<file path="src/rtl/dpram_hs_pkg.sv">
// =============================================================================
// Module      : dpram_hs_pkg
// Description : Shared constants and request record for the dpram_hs block.
// Revision    : 1.0 - initial release
// =============================================================================
`default_nettype none

package dpram_hs_pkg;

    localparam int RESP_DEPTH   = 2;
    localparam int CNT_W        = $clog2(RESP_DEPTH + 1);

    // Request record fields are sized for the widest supported configuration.
    localparam int REQ_ADDR_MAX = 16;
    localparam int REQ_DATA_MAX = 64;

    typedef struct packed {
        logic                    we;
        logic [REQ_ADDR_MAX-1:0] addr;
        logic [REQ_DATA_MAX-1:0] data;
    } dpram_req_t;

endpackage : dpram_hs_pkg

`default_nettype wire

</file>
<file path="src/rtl/dpram_hs_resp_fifo.sv">
// =============================================================================
// Module      : dpram_hs_resp_fifo
// Description : Two-entry response FIFO; head is always presented on head_o.
// Revision    : 1.0 - initial release
// =============================================================================
`default_nettype none

module dpram_hs_resp_fifo
    import dpram_hs_pkg::*;
#(
    parameter int DATA_W = 8
) (
    input  logic              clk,
    input  logic              rst,
    input  logic              push_i,
    input  logic [DATA_W-1:0] data_i,
    input  logic              pop_i,
    output logic [CNT_W-1:0]  count_o,
    output logic [DATA_W-1:0] head_o
);

    logic [DATA_W-1:0] entry0_q, entry0_d;
    logic [DATA_W-1:0] entry1_q, entry1_d;
    logic [CNT_W-1:0]  count_q,  count_d;

    // The caller never pushes when full and never pops when empty.
    always_comb begin
        entry0_d = entry0_q;
        entry1_d = entry1_q;
        count_d  = count_q;
        unique case ({push_i, pop_i})
            2'b10: begin
                if (count_q == '0) begin
                    entry0_d = data_i;
                end else begin
                    entry1_d = data_i;
                end
                count_d = count_q + CNT_W'(1);
            end
            2'b01: begin
                entry0_d = entry1_q;
                count_d  = count_q - CNT_W'(1);
            end
            2'b11: begin
                if (count_q == CNT_W'(1)) begin
                    entry0_d = data_i;
                end else begin
                    entry0_d = entry1_q;
                    entry1_d = data_i;
                end
            end
            default: begin
            end
        endcase
    end

    always_ff @(posedge clk) begin
        if (rst) begin
            entry0_q <= '0;
            entry1_q <= '0;
            count_q  <= '0;
        end else begin
            entry0_q <= entry0_d;
            entry1_q <= entry1_d;
            count_q  <= count_d;
        end
    end

    assign count_o = count_q;
    assign head_o  = entry0_q;

endmodule : dpram_hs_resp_fifo

`default_nettype wire

</file>
<file path="src/rtl/dpram_hs.sv">
// =============================================================================
// Module      : dpram_hs
// Description : Dual-port read-first RAM with valid/ready request and response
//               handshakes; optional collision pulse via DPRAM_HS_COLLISION_EN.
// Revision    : 1.0 - initial release
// =============================================================================
`default_nettype none

module dpram_hs
    import dpram_hs_pkg::*;
#(
    parameter int DATA_W = 8,
    parameter int ADDR_W = 6
) (
    input  logic              clk,
    input  logic              rst,
    input  logic              valid_a,
    output logic              ready_a,
    input  logic              we_a,
    input  logic [ADDR_W-1:0] addr_a,
    input  logic [DATA_W-1:0] data_a,
    output logic              rvalid_a,
    input  logic              rready_a,
    output logic [DATA_W-1:0] q_a,
    input  logic              valid_b,
    output logic              ready_b,
    input  logic              we_b,
    input  logic [ADDR_W-1:0] addr_b,
    input  logic [DATA_W-1:0] data_b,
    output logic              rvalid_b,
    input  logic              rready_b,
    output logic [DATA_W-1:0] q_b
`ifdef DPRAM_HS_COLLISION_EN
    ,
    output logic              collision
`endif
);

    localparam int DEPTH = 1 << ADDR_W;

    logic [DATA_W-1:0] mem_q [0:DEPTH-1];

    dpram_req_t        w_req_a, w_req_b;
    logic [ADDR_W-1:0] w_idx_a, w_idx_b;
    logic [DATA_W-1:0] w_wdata_a, w_wdata_b;
    logic [DATA_W-1:0] w_resp_a, w_resp_b;
    logic              w_acc_a, w_acc_b;
    logic              w_wr_a, w_wr_b;
    logic [CNT_W-1:0]  w_cnt_a, w_cnt_b;
    logic [DATA_W-1:0] w_head_a, w_head_b;

    always_comb begin
        w_req_a      = '0;
        w_req_a.we   = we_a;
        w_req_a.addr = REQ_ADDR_MAX'(addr_a);
        w_req_a.data = REQ_DATA_MAX'(data_a);
        w_req_b      = '0;
        w_req_b.we   = we_b;
        w_req_b.addr = REQ_ADDR_MAX'(addr_b);
        w_req_b.data = REQ_DATA_MAX'(data_b);
    end

    assign w_idx_a   = w_req_a.addr[ADDR_W-1:0];
    assign w_idx_b   = w_req_b.addr[ADDR_W-1:0];
    assign w_wdata_a = w_req_a.data[DATA_W-1:0];
    assign w_wdata_b = w_req_b.data[DATA_W-1:0];

    // Zero padding above the configured widths carries no information.
    generate
        if (ADDR_W < REQ_ADDR_MAX) begin : g_addr_pad
            logic w_unused_addr;
            assign w_unused_addr = ^{w_req_a.addr[REQ_ADDR_MAX-1:ADDR_W],
                                     w_req_b.addr[REQ_ADDR_MAX-1:ADDR_W]};
        end
        if (DATA_W < REQ_DATA_MAX) begin : g_data_pad
            logic w_unused_data;
            assign w_unused_data = ^{w_req_a.data[REQ_DATA_MAX-1:DATA_W],
                                     w_req_b.data[REQ_DATA_MAX-1:DATA_W]};
        end
    endgenerate

    assign ready_a  = (w_cnt_a < CNT_W'(RESP_DEPTH)) & ~rst;
    assign ready_b  = (w_cnt_b < CNT_W'(RESP_DEPTH)) & ~rst;
    assign w_acc_a  = valid_a & ready_a;
    assign w_acc_b  = valid_b & ready_b;
    assign w_wr_a   = w_acc_a & w_req_a.we;
    assign w_wr_b   = w_acc_b & w_req_b.we;

    // Reads see pre-edge contents because the array updates non-blocking.
    assign w_resp_a = w_req_a.we ? w_wdata_a : mem_q[w_idx_a];
    assign w_resp_b = w_req_b.we ? w_wdata_b : mem_q[w_idx_b];

    // Port A is written last so it wins a same-address write-write collision.
    always_ff @(posedge clk) begin
        if (w_wr_b) begin
            mem_q[w_idx_b] <= w_wdata_b;
        end
        if (w_wr_a) begin
            mem_q[w_idx_a] <= w_wdata_a;
        end
    end

    dpram_hs_resp_fifo #(.DATA_W(DATA_W)) u_fifo_a (
        .clk     (clk),
        .rst     (rst),
        .push_i  (w_acc_a),
        .data_i  (w_resp_a),
        .pop_i   (rvalid_a & rready_a),
        .count_o (w_cnt_a),
        .head_o  (w_head_a)
    );

    dpram_hs_resp_fifo #(.DATA_W(DATA_W)) u_fifo_b (
        .clk     (clk),
        .rst     (rst),
        .push_i  (w_acc_b),
        .data_i  (w_resp_b),
        .pop_i   (rvalid_b & rready_b),
        .count_o (w_cnt_b),
        .head_o  (w_head_b)
    );

    assign rvalid_a = (w_cnt_a != '0) & ~rst;
    assign rvalid_b = (w_cnt_b != '0) & ~rst;
    assign q_a      = rst ? '0 : w_head_a;
    assign q_b      = rst ? '0 : w_head_b;

`ifdef DPRAM_HS_COLLISION_EN
    logic collision_q, collision_d;

    always_comb begin
        collision_d = w_acc_a & w_acc_b & (w_req_a.addr == w_req_b.addr)
                    & (w_req_a.we | w_req_b.we);
    end

    always_ff @(posedge clk) begin
        if (rst) begin
            collision_q <= 1'b0;
        end else begin
            collision_q <= collision_d;
        end
    end

    assign collision = collision_q & ~rst;
`endif

endmodule : dpram_hs

`default_nettype wire

</file>
<file path="config.mk">
export PLATFORM = sky130hd
export DESIGN_NAME = dpram_hs
export DESIGN_NICKNAME = d
export VERILOG_FILES = /design/src/rtl/dpram_hs_pkg.sv /design/src/rtl/dpram_hs_resp_fifo.sv /design/src/rtl/dpram_hs.sv
export SDC_FILE = /design/constraint.sdc
export NUM_CORES = 1
export LEC_CHECK = 0
export BUFFER_PORTS_ARGS = -buffer_cell sky130_fd_sc_hd__buf_4
export CAP_MARGIN = 30
export CELL_PAD_IN_SITES_DETAIL_PLACEMENT = 0
export CELL_PAD_IN_SITES_GLOBAL_PLACEMENT = 1
export CORE_MARGIN = 2
export CORE_UTILIZATION = 40
export DETAILED_ROUTE_END_ITERATION = 12
export PLACE_DENSITY = 0.72
export SYNTH_ARGS = -nofsm -noshare
export SYNTH_HDL_FRONTEND = slang
export SYNTH_SLANG_ARGS = --single-unit
</file>
<file path="constraint.sdc">
create_clock -name clk -period 8 [get_ports clk]
set_input_delay 1.2 -clock clk [delete_from_list [all_inputs] [get_ports clk]]
set_output_delay 1.2 -clock clk [all_outputs]
set_load 0.1 [all_outputs]
</file>
==> flow_metrics.py <==
metrics = {
    "status": {
        "status": "finished clean",
    },
    "sta": {
        "worst_pin_slew_ps": 1199,
        "finalHoldViolCount": 0,
        "finalMaxSlewViolations": 0,
        "fmax_ghz": 0.2089,
        "finalClockSkew_ps": 32.30,
        "rsz0062_at_grt": "false",
        "finalCritPeriodShare_pct": 59.84,
        "tns_ps": 0,
        "fin_crit_ps": 4787,
        "maxSlewHeadroom_pct": 20.09,
        "finalSetupViolCount": 0,
    },
    "worst_setup_path": {
        "endpoint_kind": "register",
        "crit_arrival_ps": 5280,
        "cp_max_fo": 67,
        "critPathBufInv": 2,
        "max_stage_delay_ps": 1000,
        "crit_type": "primary input to register",
        "cp.required_ps": 8500,
        "crit_path_top_delay_cell": "a221oi_1",
        "startpoint_type": "primary input",
        "critPathTopFamily": "compound AO/OA/AOI/OAI gates",
        "crit_chain": "buf_6, buf_4, mux2_2, a221o_1, a221oi_1, o32ai_1, or3_1, a32o_1",
    },
    "floorplanning": {
        "ios": 56,
        "dieArea_um2": 86400,
        "initial_core_util_pct": 40.31,
        "rows": 106,
        "dieWidth_um": 293.9,
        "coreArea_um2": 83420,
        "die-height_um": 293.9,
    },
    "power_and_ir_drop": {
        "power_switching_mw": 2.026,
        "static-leakage-power_nw": 12.33,
        "p_int_mw": 5.439,
        "clkPwrFrac_pct": 42.6,
        "comb_power_share_pct": 14.6,
        "ir_drop_v": 0.0001545,
        "pwr-share-seq_pct": 42.8,
        "p_per_area_nw_per_um2": 200.5,
        "switching_share_pct": 27.14,
    },
    "placement": {
        "io_buffers": 55,
        "hpwl_um": 93230,
        "placed_cell_area_um2": 34820,
        "place.gp.congestion": 1.045,
    },
    "yosys": {
        "seq_area_frac_synth_pct": 47.86,
        "ys_seq_elements": 548,
        "syn_area_per_cell_um2": 12.84,
        "synth.distinct_cells": 78,
        "ys.flop_type": "edfxtp_1",
        "yosys.area.top_type_share_pct": 45.72,
        "synth_area_leaders": "edfxtp_1 (46%), mux2_2 (20%), mux4_2 (5.6%), mux2i_1 (3.2%), a221oi_1 (2.2%)",
        "synth_async_sr_flop_share_pct": 0,
        "synth_nets": 2665,
        "synth_edf_count": 512,
        "yosys.area.top_type": "edfxtp_1",
        "synth_area_um2": 33630,
        "synth_warnings": 0,
        "synthCells": 2619,
    },
    "run": {
        "drv_cap": 0,
    },
    "clock_network": {
        "htree_num_levels": 3,
        "post-cts-setup-buffers": 0,
        "cts_sinks": 548,
        "cts_tree": "built",
        "clockBufferDepth": 3,
        "clk_latency_ps": 620,
        "clkTransAtPathRegs_ps": 60,
        "root_buffer": "clkbuf_16",
        "cts_buffers": 66,
        "ctsResizeCount": 0,
        "hold_buffers": 0,
    },
    "route": {
        "drt-total-wl_um": 145100,
        "dr.pass1.iters": 9,
        "wl_per_cell_um": 39.30,
        "ant_nets": 0,
        "drc": 0,
        "via_count": 26786,
        "drt_iter0_drc": 4728,
        "viasPerCell": 7.253,
    },
    "global_route": {
        "grt_pass1_wl_um": 202300,
        "antenna_found_initial": 10,
        "grt_pass1_vias": 25433,
        "grt_use_total_pct": 33.06,
        "grt.overflow.total": 0,
        "grt_max_degree": 68,
    },
    "final_layout": {
        "layout.nets": 2606,
        "final.fill_count": 7524,
        "final_area_um2": 37230,
        "layout-drive-gt1-share_pct": 38.95,
        "area_growth_syn_to_layout_pct": 10.71,
    },
    "min_path": {
        "hold_class": "register to register",
    },
}
==> flip-flops by register name, indices dropped and copies added, names as in the netlist <==
name,count
u_fifo_a.head_o,8
u_fifo_b.count_o,2
u_fifo_a.count_o,2
u_fifo_a.entry1_q,8
mem_q,512
u_fifo_b.entry1_q,8
u_fifo_b.head_o,8
==> worst reg2reg max path: stages, from the launching register on <==
cell	delay, ps
dfxtp_1	330
nor2_1	140
and2_1	200
inv_1	150
nor2_1	560
nand3_1	920
o21ai_0	790
buf_4	260
==> power groups by stage <==
stage / Sequential [mW] / Combinational, mW / Clock, mW
6_report: 3.19 / 1.09 / 3.18
5_1_grt: 3.19 / 1.11 / 3.28
4_1_cts: 3.19 / 1.04 / 3.18
3_5_place_dp: 3.25 / 1.04 / 0
3_3_place_gp: 3.25 / 1.02 / 0
2_1_floorplan: 3.24 / 0.684 / 0
==> cells by family after synthesis <==
| kind of cell | share of synthesized area [%] |
|---|---|
| multiplexers | 29.02 |
| AO/OA/AOI/OAI | 11.95 |
| flip-flops | 47.86 |
| AND/OR/NAND/NOR | 6.612 |
| buffers and inverters | 4.078 |
| adder cells (fa/ha/maj) | 0.3721 |
| XOR/XNOR | 0.1042 |
==> synth_stat cells, drive strengths merged (11+ instances only) <==
cell,n
o22ai,82
o22a,13
nor2,82
mux4,87
and2,13
o221ai,20
clkbuf,178
nand3b,20
a221oi,84
a221o,31
mux2i,106
a22o,19
a22oi,69
or3b,11
edfxtp,512
a21oi,66
nand3,24
nand2b,26
o21ai,66
nor2b,33
mux2,597
dfxtp,36
nor3b,13
nand2,134
inv,23
buf,105
o32ai,12
and3,20
==> layer usage <==
layer  part of all wire [%]  vias to the layer above  GRT usage (%)
li1                       -                    10362              -
met1                     37                    13552          43.55
met2                     42                     2339          47.65
met3                     14                      521          10.79
met4                    6.7                       12          18.82
met5                  0.074                        -              0
==> metrics by stage <==
step	util, %	worst slack, ps	instances	hold WS, ps	total power [mW]
global route	44.62	3281	3691	468.7	7.589
global placement	41.59	2408	3543	426.8	4.269
floorplan	-	3178	2619	416.8	3.927
finish	44.63	3213	3693	446.4	7.465
detailed placement	41.74	2884	3555	439.0	4.287
CTS	44.44	3523	3674	446.9	7.413
==> cells in the final DEF, fill, tap and decap left out, types with 69 or more instances in the layout <==
cell and count:
o22ai_1 82, nor2_1 71, a221oi_1 83, mux4_2 83, mux2i_1 106, nand2_1 102
buf_4 130, mux2_2 596, edfxtp_1 512, a22oi_1 69, clkbuf_16 72
==> worst paths after layout <==
kind | slack, ps | depth (start not counted) | to | startpoint
hold / removal | 450 | 2 | u_fifo_b.entry1_q[1]$_SDFFE_PP0P_ | u_fifo_b.entry1_q[1]$_SDFFE_PP0P_
setup / recovery | 3210 | 8 | u_fifo_b.entry1_q[6]$_SDFFE_PP0P_ | addr_b[2]
hold reg to reg | 450 | 2 | u_fifo_b.entry1_q[1]$_SDFFE_PP0P_ | u_fifo_b.entry1_q[1]$_SDFFE_PP0P_
setup reg to reg | 4350 | 7 | mem_q[62][1]$_DFFE_PP_ | u_fifo_b.count_o[1]$_SDFFE_PP0P_
==> final cells by class <==
cell class / count / area (um2) / share of cell area [%]
Timing Repair Buffer: 156 / 1232 / 3.310
Clock inverter: 31 / 332.8 / 0.8940
Sequential cell: 548 / 16100 / 43.23
Multi-Input combinational cell: 1764 / 16200 / 43.51
Inverter: 24 / 90.09 / 0.2420
Antenna cell: 2 / 5.005 / 0.01344
Clock buffer: 88 / 1922 / 5.162
Tap cell: 1080 / 1351 / 3.630
(Power assumes the default switching activity.)
